## src/rtl/uart_tx_arbiter.sv

```systemverilog
// ---------------------------------------------------------------------------
// uart_tx_arbiter
//
// Shares one UART transmitter between NUM_REQ byte producers. A round-robin
// arbiter picks a requester while idle, captures its byte and launches the
// frame with a one-cycle start pulse. The block then waits for the
// transmitter's done pulse, enforces an inter-frame gap, and aborts a frame
// whose done never arrives.
//
// Ports
//   i_Clock      system clock, rising edge
//   i_reset      synchronous, active-high reset
//   i_req        per-requester request level, held with data until ack
//   i_data       requester k byte at [k*DATA_W +: DATA_W]
//   o_ack        one-hot, one-cycle pulse: byte of requester k captured
//   o_grant      one-hot, high while requester k's frame is in flight
//   o_tx_start   start pulse to the transmitter
//   o_tx_data    byte to the transmitter, stable from start until done
//   i_tx_active  transmitter busy level
//   i_tx_done    transmitter frame-complete pulse
//   o_busy       high whenever the sequencer is not idle
//   o_timeout    one-cycle pulse when a frame is aborted by timeout
//
// State table
//   state       | meaning
//   S_IDLE      | sampling requests; launches a frame on any request
//   S_WAIT_DONE | frame in flight; counting towards the timeout
//   S_GAP       | enforcing inter-frame gap, waiting for tx to go idle
// ---------------------------------------------------------------------------
module uart_tx_arbiter #(
  parameter int NUM_REQ      = 4,
  parameter int DATA_W       = 8,
  parameter int GAP_CLKS     = 2,
  parameter int TIMEOUT_CLKS = 65535
) (
  input  logic                      i_Clock,
  input  logic                      i_reset,
  input  logic [NUM_REQ-1:0]        i_req,
  input  logic [NUM_REQ*DATA_W-1:0] i_data,
  output logic [NUM_REQ-1:0]        o_ack,
  output logic [NUM_REQ-1:0]        o_grant,
  output logic                      o_tx_start,
  output logic [DATA_W-1:0]         o_tx_data,
  input  logic                      i_tx_active,
  input  logic                      i_tx_done,
  output logic                      o_busy,
  output logic                      o_timeout
);

  localparam int IDX_W = (NUM_REQ > 1) ? $clog2(NUM_REQ) : 1;
  localparam int CNT_W = $clog2(TIMEOUT_CLKS + GAP_CLKS + 1);

  localparam logic [IDX_W-1:0] LAST_IDX = IDX_W'(NUM_REQ - 1);
  localparam logic [IDX_W:0]   NREQ_W   = (IDX_W + 1)'(NUM_REQ);
  localparam logic [CNT_W-1:0] TO_LAST  = CNT_W'(TIMEOUT_CLKS - 1);
  localparam logic [CNT_W-1:0] GAP_LAST = (GAP_CLKS > 0) ? CNT_W'(GAP_CLKS - 1) : '0;

  typedef enum logic [1:0] {
    S_IDLE      = 2'd0,
    S_WAIT_DONE = 2'd1,
    S_GAP       = 2'd2
  } state_t;

  state_t             state_q;
  logic [IDX_W-1:0]   last_winner_q;
  logic [IDX_W-1:0]   winner_q;
  logic [CNT_W-1:0]   cnt_q;
  logic [NUM_REQ-1:0] ack_q;
  logic [NUM_REQ-1:0] grant_q;
  logic               tx_start_q;
  logic [DATA_W-1:0]  tx_data_q;
  logic               busy_q;
  logic               timeout_q;

  // Round-robin pick: first requester at or above last_winner+1, wrapping.
  logic               win_valid_d;
  logic [IDX_W-1:0]   win_idx_d;
  logic [IDX_W:0]     cand_d;
  logic [IDX_W-1:0]   cand_idx_d;

  always_comb begin
    win_valid_d = 1'b0;
    win_idx_d   = '0;
    cand_d      = '0;
    cand_idx_d  = '0;
    for (int i = 1; i <= NUM_REQ; i++) begin
      cand_d = {1'b0, last_winner_q} + (IDX_W + 1)'(i);
      if (cand_d >= NREQ_W) begin
        cand_d = cand_d - NREQ_W;
      end
      cand_idx_d = cand_d[IDX_W-1:0];
      if (!win_valid_d && i_req[cand_idx_d]) begin
        win_valid_d = 1'b1;
        win_idx_d   = cand_idx_d;
      end
    end
  end

  // Winner one-hot and byte, built with constant selects only.
  logic [NUM_REQ-1:0] win_onehot_d;
  logic [DATA_W-1:0]  win_data_d;

  always_comb begin
    win_onehot_d = '0;
    win_data_d   = '0;
    for (int k = 0; k < NUM_REQ; k++) begin
      if (win_valid_d && (win_idx_d == IDX_W'(k))) begin
        win_onehot_d[k] = 1'b1;
        win_data_d      = i_data[k*DATA_W +: DATA_W];
      end
    end
  end

  always_ff @(posedge i_Clock) begin
    if (i_reset) begin
      state_q       <= S_IDLE;
      last_winner_q <= LAST_IDX;
      winner_q      <= '0;
      cnt_q         <= '0;
      ack_q         <= '0;
      grant_q       <= '0;
      tx_start_q    <= 1'b0;
      tx_data_q     <= '0;
      busy_q        <= 1'b0;
      timeout_q     <= 1'b0;
    end else begin
      ack_q      <= '0;
      tx_start_q <= 1'b0;
      timeout_q  <= 1'b0;

      case (state_q)
        S_IDLE: begin
          if (win_valid_d) begin
            state_q    <= S_WAIT_DONE;
            busy_q     <= 1'b1;
            ack_q      <= win_onehot_d;
            grant_q    <= win_onehot_d;
            tx_start_q <= 1'b1;
            tx_data_q  <= win_data_d;
            winner_q   <= win_idx_d;
            cnt_q      <= '0;
          end
        end

        S_WAIT_DONE: begin
          // Done takes priority over a timeout landing on the same edge.
          if (i_tx_done || (cnt_q == TO_LAST)) begin
            timeout_q     <= !i_tx_done;
            grant_q       <= '0;
            last_winner_q <= winner_q;
            cnt_q         <= '0;
            if (GAP_CLKS == 0) begin
              state_q <= S_IDLE;
              busy_q  <= 1'b0;
            end else begin
              state_q <= S_GAP;
            end
          end else begin
            cnt_q <= cnt_q + 1'b1;
          end
        end

        S_GAP: begin
          // Counter saturates at the gap length while tx is still active.
          if ((cnt_q >= GAP_LAST) && !i_tx_active) begin
            state_q <= S_IDLE;
            busy_q  <= 1'b0;
            cnt_q   <= '0;
          end else if (cnt_q < GAP_LAST) begin
            cnt_q <= cnt_q + 1'b1;
          end
        end

        default: begin
          state_q <= S_IDLE;
          busy_q  <= 1'b0;
          grant_q <= '0;
          cnt_q   <= '0;
        end
      endcase
    end
  end

  assign o_ack      = ack_q;
  assign o_grant    = grant_q;
  assign o_tx_start = tx_start_q;
  assign o_tx_data  = tx_data_q;
  assign o_busy     = busy_q;
  assign o_timeout  = timeout_q;

endmodule

```

## config.mk

```make
export PLATFORM = sky130hd
export DESIGN_NAME = uart_tx_arbiter
export DESIGN_NICKNAME = d
export VERILOG_FILES = /design/src/rtl/uart_tx_arbiter.sv
export SDC_FILE = /design/constraint.sdc
export NUM_CORES = 1
export LEC_CHECK = 0
export ABC_AREA = 1
export CORE_UTILIZATION = 56
export DETAILED_ROUTE_END_ITERATION = 16
export PLACE_DENSITY = 0.94
export SLEW_MARGIN = 20
export SYNTH_ARGS = -nofsm -noshare
export SYNTH_HDL_FRONTEND = slang
export SYNTH_SLANG_ARGS = --single-unit
export TNS_END_PERCENT = 5
```

## constraint.sdc

```tcl
create_clock -name i_Clock -period 3.45 [get_ports i_Clock]
set_input_delay 0.69 -clock i_Clock [delete_from_list [all_inputs] [get_ports i_Clock]]
set_output_delay 0.69 -clock i_Clock [all_outputs]
set_load 0.005 [all_outputs]
```

==> reports/qor.yml <==
floorplanning:
  dieArea_sq_um: 5450
  die-width_microns: 73.83
  core-area_sq_um: 4848
  fp-row-count: 25
  die_height_microns: 73.83
  ios: 59
  start_util_pct: 59.59
finish:
  layout_commonest_cell: "nand2_1"
  diodes: 0
  multiInputGateArea_sq_um: 1713
  area.growth.synth_to_final_pct: 23.21
  fillers: 392
  final_util_pct: 73.42
  layout-drive-gt1-share_pct: 9.325
  final_cell_mix: "nand2_1 (122), nand3_1 (73), clkdlybuf4s50_1 (58)"
  nNetsFinal: 549
  seq_area_sq_um: 840.8
critical_path:
  timing.rr.end: "o_tx_data[4]"
  r2r_start: "last_winner_q[0]"
  end_kind: "flip-flop"
  r2r_cells: 13
  r2r_slack_ns: 1.18
  path_max_fanout: 21
  worst_ep_arrival_time_ns: 2.73
  critical_path_class: "input pin to flip-flop"
  cp_data_required_time_ns: 3.66
  cp-start-kind: "input pin"
timing:
  final-hold-violation-count: 0
  finalHoldWorstSlack_ns: 0.4589
  worst_pin_slew_ns: 0.6779
  slew_violations: 0
  slew_headroom_pct: 54.68
  fin_skew_ns: 0.004899
  period_share_pct: 73.20
  worst_slack_ns: 0.9245
  timing.fmax_mhz: 396.0
  rsz0062_at_grt: "no"
  setup_viol: 0
  period_minus_slack_ns: 2.525
  tns_ns: 0
synthesis:
  syn_area_sq_um: 2889
  synth_warnings: 0
  ys_ff_latch: 42
  synth.distinct_cells: 34
  syn-num-nets: 498
  synth.yosys.seq_area_share_pct: 29.10
  syn_avg_cell_area_sq_um: 6.392
  synthCells: 452
clocking:
  cts_max_level: 2
  ctsResizeCount: 0
  cts-root-buf: "clkbuf_8"
  cts_buffers: 5
  cts.sinks: 42
  clockBufferDepth: 2
  cts_tree: "done"
  postCtsSetupBuffers: 0
  cts_hold_buf: 0
  clock_latency_ns: 0.30
  clkTransAtPathRegs_ns: 0.08
power:
  peakVddDrop_mv: 0.3549
  p_leak_nw: 1.606
  p_total_w: 0.002318
  power_density_nw_per_um2: 651.2
global_route:
  antenna_found_initial: 0
  grt.total_usage_pct: 29.18
  grt_max_degree: 28
  first_global_vias: 2818
  overflow: 0
  grt_pass1_wl_microns: 12380
route:
  postRouteAntennaNets: 0
  route.detailed.drc: 0
  firstDrtPassIters: 6
  drtIter0Drc: 309
  via_per_inst: 5.594
  wire_per_inst_microns: 13.26
  num_vias: 3194
  routed_wl_microns: 7571
run_status:
  status: "completed"
hold_path:
  hold_path_depth: 2
  min_to: "o_tx_data[7]"
  worstHoldStart: "o_tx_data[7]"
  min_path_type: "flip-flop to flip-flop"
placement:
  hpwl_microns: 5614
  dp_slack_ns: 0.6393
  gp_congestion: 0.9814
  numPortBuffers: 58
job:
  drv_cap: 0
power breakdown:
group          internal [W]  switching (W)
combinational      0.000465       0.000846
sequential         0.000588      0.0000726
clock              0.000165       0.000182
total               0.00122        0.00110
cell type report:
class	count	share of cell area, %
multi-input combinational	336	48.12
sequential	42	23.62
clock inverter	2	0.4569
timing repair buffer	60	16.73
tap	67	2.355
clock buffer	6	2.320
inverter	58	6.397
how the worst max path moves through the flow:
stage | from | endpoint | slack, ns | depth (start not counted)
2_1_floorplan | i_req[3] | o_tx_data[0] | 1.56 | 13
3_3_place_gp | i_req[2] | o_tx_data[0] | 0.77 | 12
3_5_place_dp | i_req[2] | o_tx_data[4] | 0.64 | 12
4_1_cts | i_req[2] | o_tx_data[4] | 0.97 | 12
5_1_grt | i_req[2] | o_tx_data[3] | 0.69 | 12
6_report | i_req[2] | o_tx_data[4] | 0.92 | 12
worst max-delay path, stage by stage:
cell             delay (ns)
clkdlybuf4s50_1        0.52
nand2_1                0.09
nand2_2                0.13
nand2_1                0.07
nand2_1                0.10
inv_2                  0.06
nand4_1                0.10
nand3_1                0.49
o21ai_0                0.25
nand3_1                0.10
nand2_1                0.08
nand2_1                0.04
cells in the mapped netlist, drive strengths merged:
cell	instances	share of area, %
o21bai	2	0.91
nand4	10	2.2
a21oi	18	3.2
a31oi	1	0.22
nor3	9	1.6
buf	12	3.2
nand2	141	21
clkinv	1	0.13
dfxtp	42	29
nor2	37	6.2
nand3	73	13
ha	6	2.6
clkbuf	4	0.52
inv	57	7.8
o21ai	20	3.6
xor2	6	1.8
o31ai	1	0.26
nand3b	9	2.3
o211ai	2	0.52
nor4	1	0.22
through the flow:
stage / instances / cell area (sq um)
5_1_grt: 571 / 3560
4_1_cts: 571 / 3560
2_1_floorplan: 452 / 2889
6_report: 571 / 3560
3_3_place_gp: 563 / 3461
3_5_place_dp: 563 / 3461
sequential cells by signal, indices dropped and copies added (netlist names), 2 cells and up:
| name | count |
|---|---|
| cnt_q | 17 |
| o_tx_data | 8 |
| o_ack | 4 |
| o_grant | 4 |
| last_winner_q | 2 |
| state_q | 2 |
| winner_q | 2 |
cells by family (layout without fill, tap and decap cells):
logic type      count (synthesis)  count (layout)  synth area share [%]
fa+ha+maj                       6               6                 2.598
simple gates                  280             280                 46.12
flops                          42              42                 29.10
buf+inv                        74             126                 11.61
xor+xnor                        6               6                 1.819
compound gates                 44              44                 8.749
metal layers:
layer  vias up  track usage (%)  part of all wire (%)
met2       183            49.24                    48
met3        18            6.859                   8.7
met1      1433            37.10                    42
met4         0            7.906                   1.5
met5         -                0                     0
li1       1560                -                     -
No activity file was read; power rests on OpenSTA's default activity.
